--- config.mk ---
export PLATFORM = sky130hd
export DESIGN_NAME = jk_truth_sequencer
export DESIGN_NICKNAME = d
export VERILOG_FILES = /design/src/rtl/jk_seq_pkg.sv /design/src/rtl/jk_phase_timer.sv /design/src/rtl/jk_truth_sequencer.sv
export SDC_FILE = /design/constraint.sdc
export NUM_CORES = 1
export LEC_CHECK = 0
export ABC_AREA = 0
export CAP_MARGIN = 20
export CELL_PAD_IN_SITES_DETAIL_PLACEMENT = 0
export CELL_PAD_IN_SITES_GLOBAL_PLACEMENT = 1
export CORE_MARGIN = 2
export CORE_UTILIZATION = 46
export DETAILED_ROUTE_END_ITERATION = 8
export PLACE_DENSITY = 0.91
export SLEW_MARGIN = 40
export SYNTH_ARGS = -nofsm -noshare
export SYNTH_HDL_FRONTEND = slang
export SYNTH_HIERARCHICAL = 1
export SYNTH_SLANG_ARGS = --single-unit
export TNS_END_PERCENT = 50
--- constraint.sdc ---
create_clock -name exCLK -period 4 [get_ports exCLK]
set_clock_uncertainty 0.1 [all_clocks]
set_input_delay 0.6 -clock exCLK [delete_from_list [all_inputs] [get_ports exCLK]]
set_output_delay 0.6 -clock exCLK [all_outputs]
set_load 0.01 [all_outputs]
--- src/rtl/jk_seq_pkg.sv ---
// Shared state encoding, step table and widths for the JK flip-flop truth-table sequencer.
package jk_seq_pkg;

  localparam int unsigned CNT_W   = 27;
  localparam int unsigned STEP_W  = 3;
  localparam int unsigned N_STEPS = 8;
  localparam int unsigned STIM_W  = 4;

  typedef enum logic [2:0] {
    IDLE   = 3'd0,
    SETUP  = 3'd1,
    CLK_HI = 3'd2,
    CLK_LO = 3'd3,
    CHECK  = 3'd4,
    FIN    = 3'd5
  } jk_state_e;

  typedef struct packed {
    logic j;
    logic k;
    logic set_n;
    logic clr_n;
    logic exp_q;
    logic clocked;
  } jk_step_t;

  // Columns: j, k, set_n, clr_n, exp_q, clocked
  localparam jk_step_t [0:N_STEPS-1] STEP_TABLE = '{
    '{1'b0, 1'b0, 1'b1, 1'b0, 1'b0, 1'b0},
    '{1'b0, 1'b0, 1'b0, 1'b1, 1'b1, 1'b0},
    '{1'b0, 1'b0, 1'b1, 1'b1, 1'b1, 1'b1},
    '{1'b0, 1'b1, 1'b1, 1'b1, 1'b0, 1'b1},
    '{1'b1, 1'b0, 1'b1, 1'b1, 1'b1, 1'b1},
    '{1'b1, 1'b1, 1'b1, 1'b1, 1'b0, 1'b1},
    '{1'b1, 1'b1, 1'b1, 1'b1, 1'b1, 1'b1},
    '{1'b0, 1'b0, 1'b1, 1'b1, 1'b1, 1'b1}
  };

  localparam logic [STEP_W-1:0] LAST_STEP = STEP_W'(N_STEPS - 1);

  // {J, K, SET, CLR} with the flip-flop left free-running and untouched
  localparam logic [STIM_W-1:0] IDLE_STIM = 4'b0011;

  function automatic logic [STIM_W-1:0] stim_of(input jk_step_t s);
    return {s.j, s.k, s.set_n, s.clr_n};
  endfunction

endpackage

--- src/rtl/jk_phase_timer.sv ---
// Phase counter: restarts from zero on load and flags the last cycle of a DIV-cycle phase.
module jk_phase_timer
  import jk_seq_pkg::*;
(
  input  logic             exCLK,
  input  logic             RST,
  input  logic             load,
  input  logic [CNT_W-1:0] DIV,
  output logic             expire
);

  logic [CNT_W-1:0] cnt;

  assign expire = (cnt == DIV - CNT_W'(1));

  // Holding at the terminal count keeps the counter from wrapping inside a phase
  always_ff @(posedge exCLK or posedge RST) begin
    if (RST) begin
      cnt <= '0;
    end else if (load) begin
      cnt <= '0;
    end else if (!expire) begin
      cnt <= cnt + CNT_W'(1);
    end
  end

endmodule

--- src/rtl/jk_truth_sequencer.sv ---
// Walks a JK flip-flop through its truth table, clocking it on CP and checking Q/Q1 after each step.
module jk_truth_sequencer
  import jk_seq_pkg::*;
#(
  parameter int unsigned DIV = 27000000
) (
  input  logic              exCLK,
  input  logic              RST,
  input  logic              START,
  input  logic              Q,
  input  logic              Q1,
  output logic              J,
  output logic              K,
  output logic              SET,
  output logic              CLR,
  output logic              CP,
  output logic              BUSY,
  output logic              DONE,
  output logic              PASS,
  output logic [STEP_W-1:0] STEP,
  output logic [STEP_W-1:0] ERR_STEP
);

  jk_state_e         state;
  logic              load;
  logic              expire;
  logic              cur_exp_q;
  logic              cur_clocked;
  logic              step_ok;
  logic [STIM_W-1:0] next_stim;

  assign cur_exp_q   = STEP_TABLE[STEP].exp_q;
  assign cur_clocked = STEP_TABLE[STEP].clocked;
  assign next_stim   = stim_of(STEP_TABLE[STEP + STEP_W'(1)]);
  assign step_ok     = (Q == cur_exp_q) && (Q1 != Q);

  // Timer only runs in the DIV-long phases; every phase change restarts it from zero
  assign load = !(state inside {SETUP, CLK_HI, CLK_LO}) || expire;

  jk_phase_timer u_timer (
    .exCLK  (exCLK),
    .RST    (RST),
    .load   (load),
    .DIV    (CNT_W'(DIV)),
    .expire (expire)
  );

  always_ff @(posedge exCLK or posedge RST) begin
    if (RST) begin
      state            <= IDLE;
      {J, K, SET, CLR} <= IDLE_STIM;
      CP               <= 1'b0;
      BUSY             <= 1'b0;
      DONE             <= 1'b0;
      PASS             <= 1'b0;
      STEP             <= '0;
      ERR_STEP         <= '0;
    end else begin
      case (state)
        IDLE, FIN: begin
          if (START) begin
            state            <= SETUP;
            {J, K, SET, CLR} <= stim_of(STEP_TABLE[0]);
            BUSY             <= 1'b1;
            DONE             <= 1'b0;
            PASS             <= 1'b0;
            STEP             <= '0;
            ERR_STEP         <= '0;
          end
        end
        SETUP: begin
          if (expire) begin
            state <= cur_clocked ? CLK_HI : CHECK;
            CP    <= cur_clocked;
          end
        end
        CLK_HI: begin
          if (expire) begin
            state <= CLK_LO;
            CP    <= 1'b0;
          end
        end
        CLK_LO: begin
          if (expire) begin
            state <= CHECK;
          end
        end
        CHECK: begin
          if (step_ok && STEP != LAST_STEP) begin
            state            <= SETUP;
            STEP             <= STEP + STEP_W'(1);
            {J, K, SET, CLR} <= next_stim;
          end else begin
            // Last step passed or first failure: park the flip-flop and report
            state            <= FIN;
            {J, K, SET, CLR} <= IDLE_STIM;
            BUSY             <= 1'b0;
            DONE             <= 1'b1;
            PASS             <= step_ok;
            if (!step_ok) begin
              ERR_STEP <= STEP;
            end
          end
        end
        default: begin
          state            <= IDLE;
          {J, K, SET, CLR} <= IDLE_STIM;
          CP               <= 1'b0;
          BUSY             <= 1'b0;
        end
      endcase
    end
  end

endmodule
==> metrics.cfg <==
[layout]
fin_cells = 668
finalInstanceArea_sq_um = 4510
nets = 579
diodes = 0
area_growth_pct = 21.4
drive_gt1_share_pct = 6.18

[detailed_routing]
drt.antenna.violating_nets = 0
via_per_inst = 5.24
vias = 3501
drt_iter0_drc = 208
drc = 0
wire_per_inst_um = 12.9
dr.pass1.iters = 4
wirelength_um = 8650

[pwr]
clockPowerShare_pct = 40.3
ir_worst_vdd_mv = 0.159
leakagePower_nw = 1.85
p_per_area_nw_per_um2 = 207
power.total_mw = 0.933
power_frac_comb_pct = 11.4
p_switching_mw = 0.227
swShare_pct = 24.4
intPower_mw = 0.706
power_frac_seq_pct = 48.4

[clock_network]
insertion_delay_ns = 0.30
postCtsHoldBufs = 0
post_cts_resized = 0
htreeDepth = 2
cts_setup_buffers = 0
cts_sinks = 44
cts.path.max_buffers = 2
cts_tree = yes
cts-root-buf = clkbuf_8
path_clk_slew_ns = 0.09
cts_buffers = 5

[worst_hold_path]
hp-class = flip-flop to flip-flop

[timing]
max_freq_mhz = 325
rsz0062_at_grt = no
maxSlewViolCount = 0
period_share_pct = 77.0
tns_ns = 0
min_period_ns = 3.08
slew_headroom_pct = 50.1
hold_violations = 0
worstMarginPinSlew_ns = 0.745
setup_viol = 0

[global_route]
antenna_found_initial = 0
grt_pass1_vias = 3251
gr-total-overflow = 0
track_usage_pct = 21.3
grt_pass1_wl_um = 15100
grt_max_degree = 35

[logic_synthesis]
synthArstFlopShare_pct = 100
ys_seq_area_share_pct = 29.7
syn-instance-count = 441
synth_area_sq_um = 3710
ys.flop_type = dfrtp_1
avgSynthCellArea_sq_um = 8.42
synth_edf_count = 0
ys_types = 75
synth_seq_cells = 44
yosys_warnings = 6

[floorplanning]
start_util_pct = 47.8
fp.dieW_um = 93.8
fp.dieH_um = 93.8
dieArea_sq_um = 8810
num_rows = 32
core_area_sq_um = 7770
io-pin-count = 19

[run]
max_cap_violations = 0

[run_status]
status = finished, final reports clean

[placed_design]
port_buffers = 18
post-dp-hpwl_um = 6570
place_inst = 660
place_congestion = 0.883
place_area_sq_um = 4380

[worst_setup_path]
worstPathRequired_ns = 4.12
path_max_fanout = 34
cp_data_arrival_time_ns = 3.20
end_kind = flip-flop
start_kind = flip-flop
critical_path_class = flip-flop to flip-flop

==> cells in the mapped netlist (all sizes together), types with 3 or more instances <==
library cell	n	share of area [%]
or3	12	2.0
nand3b	5	1.0
nand2	32	3.2
a32o	3	0.81
nand4	12	2.0
and4	5	1.2
clkbuf	12	1.2
o31ai	10	2.0
a21oi	30	4.0
o32a	3	0.81
nor2	32	3.5
and2	4	0.67
and3	6	1.0
nor3	17	2.6
or4b	6	1.6
a211oi	3	0.61
mux2i	3	0.81
dfrtp	42	28
o21ai	29	4.0
buf	7	1.4
nand2b	7	1.4
or4	13	2.6
nor4	10	2.4
xnor2	17	4.0
xor2	16	3.8
a22oi	3	0.61
o311ai	3	0.91
ha	9	3.0
inv	20	2.0
nand4b	5	1.2
nand3	15	2.0
nor2b	10	2.0
nor3b	3	0.74
==> worst paths after layout <==
check	start	to	slack, ns	cells after the start
min in group asynchronous	RST	u_timer/cnt[21]$_DFFE_PP0P_	0.62	2
min	ERR_STEP[1]$_DFFE_PP0P_	ERR_STEP[1]$_DFFE_PP0P_	0.40	1
min reg2reg	ERR_STEP[1]$_DFFE_PP0P_	ERR_STEP[1]$_DFFE_PP0P_	0.40	1
max in group asynchronous	RST	state[0]$_DFFE_PP0P_	2.73	2
max	u_timer/cnt[3]$_DFFE_PP0P_	CP$_DFFE_PP0P_	0.92	12
max reg2reg	u_timer/cnt[3]$_DFFE_PP0P_	CP$_DFFE_PP0P_	0.92	12
==> logic make-up after synthesis <==
| family | count (synthesis) | synth area share [%] |
|---|---|---|
| mux | 4 | 1.11 |
| compound gates | 110 | 20.6 |
| flops | 44 | 29.7 |
| other cells | 2 | 0.202 |
| simple gates | 200 | 32.9 |
| xor+xnor | 33 | 7.79 |
| buf+inv | 39 | 4.65 |
| fa+ha+maj | 9 | 3.03 |
==> registers in the layout (all words and copies together), names as in the netlist <==
signal       cells
SET              1
J                1
STEP             3
BUSY             1
CLR              1
state            3
ERR_STEP         3
K                1
CP               1
PASS             1
u_timer/cnt     27
DONE             1
==> power by group through the flow <==
stage | registers [mW] | clock network, mW | logic, mW
after global routing | 0.452 | 0.405 | 0.125
final | 0.451 | 0.376 | 0.106
after detailed placement | 0.460 | 0 | 0.102
after CTS | 0.451 | 0.383 | 0.102
after floorplan | 0.459 | 0 | 0.0836
after global placement | 0.460 | 0 | 0.101
==> placed cells by master, fill, tap and decap left out, types with 4 or more instances in the layout <==
cell type and count:
ha_1 9, and2_1 4, a21oi_1 30, nand2b_1 6, o21ai_0 25, xnor2_1 17
and4_1 5, inv_1 19, nor2b_1 8, nand2_1 32, o31ai_1 10, nand3_1 15
clkbuf_8 7, nor3_1 15, nor2_1 30, dfrtp_1 42, conb_1 119, clkdlybuf4s50_1 18
or3_1 12, nand4_1 12, nand3b_1 5, nor4_1 7, or4_1 13, or4b_1 4
nand4b_1 5, and3_1 6, xor2_1 16
==> routing by layer <==
layer | vias up | global-route usage (%) | wire length (um)
met4 | 0 | 7.49 | 201
met3 | 16 | 2.49 | 304
met2 | 54 | 35.5 | 4140
met5 | - | 0 | 0
met1 | 1638 | 28.4 | 4000
li1 | 1793 | - | -
==> final cells by class <==
class | instances | area [sq um]
Sequential cell | 44 | 1100
Tap cell | 102 | 128
Timing Repair Buffer | 19 | 188
Fill cell | 740 | 3260
Clock buffer | 7 | 96.3
Inverter | 20 | 75.1
Multi-Input combinational cell | 475 | 2890
Clock inverter | 1 | 30.0
==> stage by stage <==
stage	setup WS [ns]	hold WS, ns	utilization [%]
final	0.921	0.399	58.0
after global placement	1.09	0.378	56.3
after global routing	0.429	0.429	58.0
after CTS	0.878	0.400	58.0
after detailed placement	0.909	0.378	56.4
after floorplan	1.10	0.420	-
==> worst max-delay path, cell delays in order (launching register included) <==
cell,delay (ns)
dfrtp_1,0.41
xor2_1,0.18
xnor2_1,0.13
nand3_1,0.08
nor4_1,0.32
nand4_1,0.12
nand4bb_2,0.34
nor2_4,0.35
buf_4,0.36
o21ai_0,0.15
o21ai_0,0.16
a21oi_1,0.08
o21ai_0,0.20
Power figures use the tool's default switching activity.
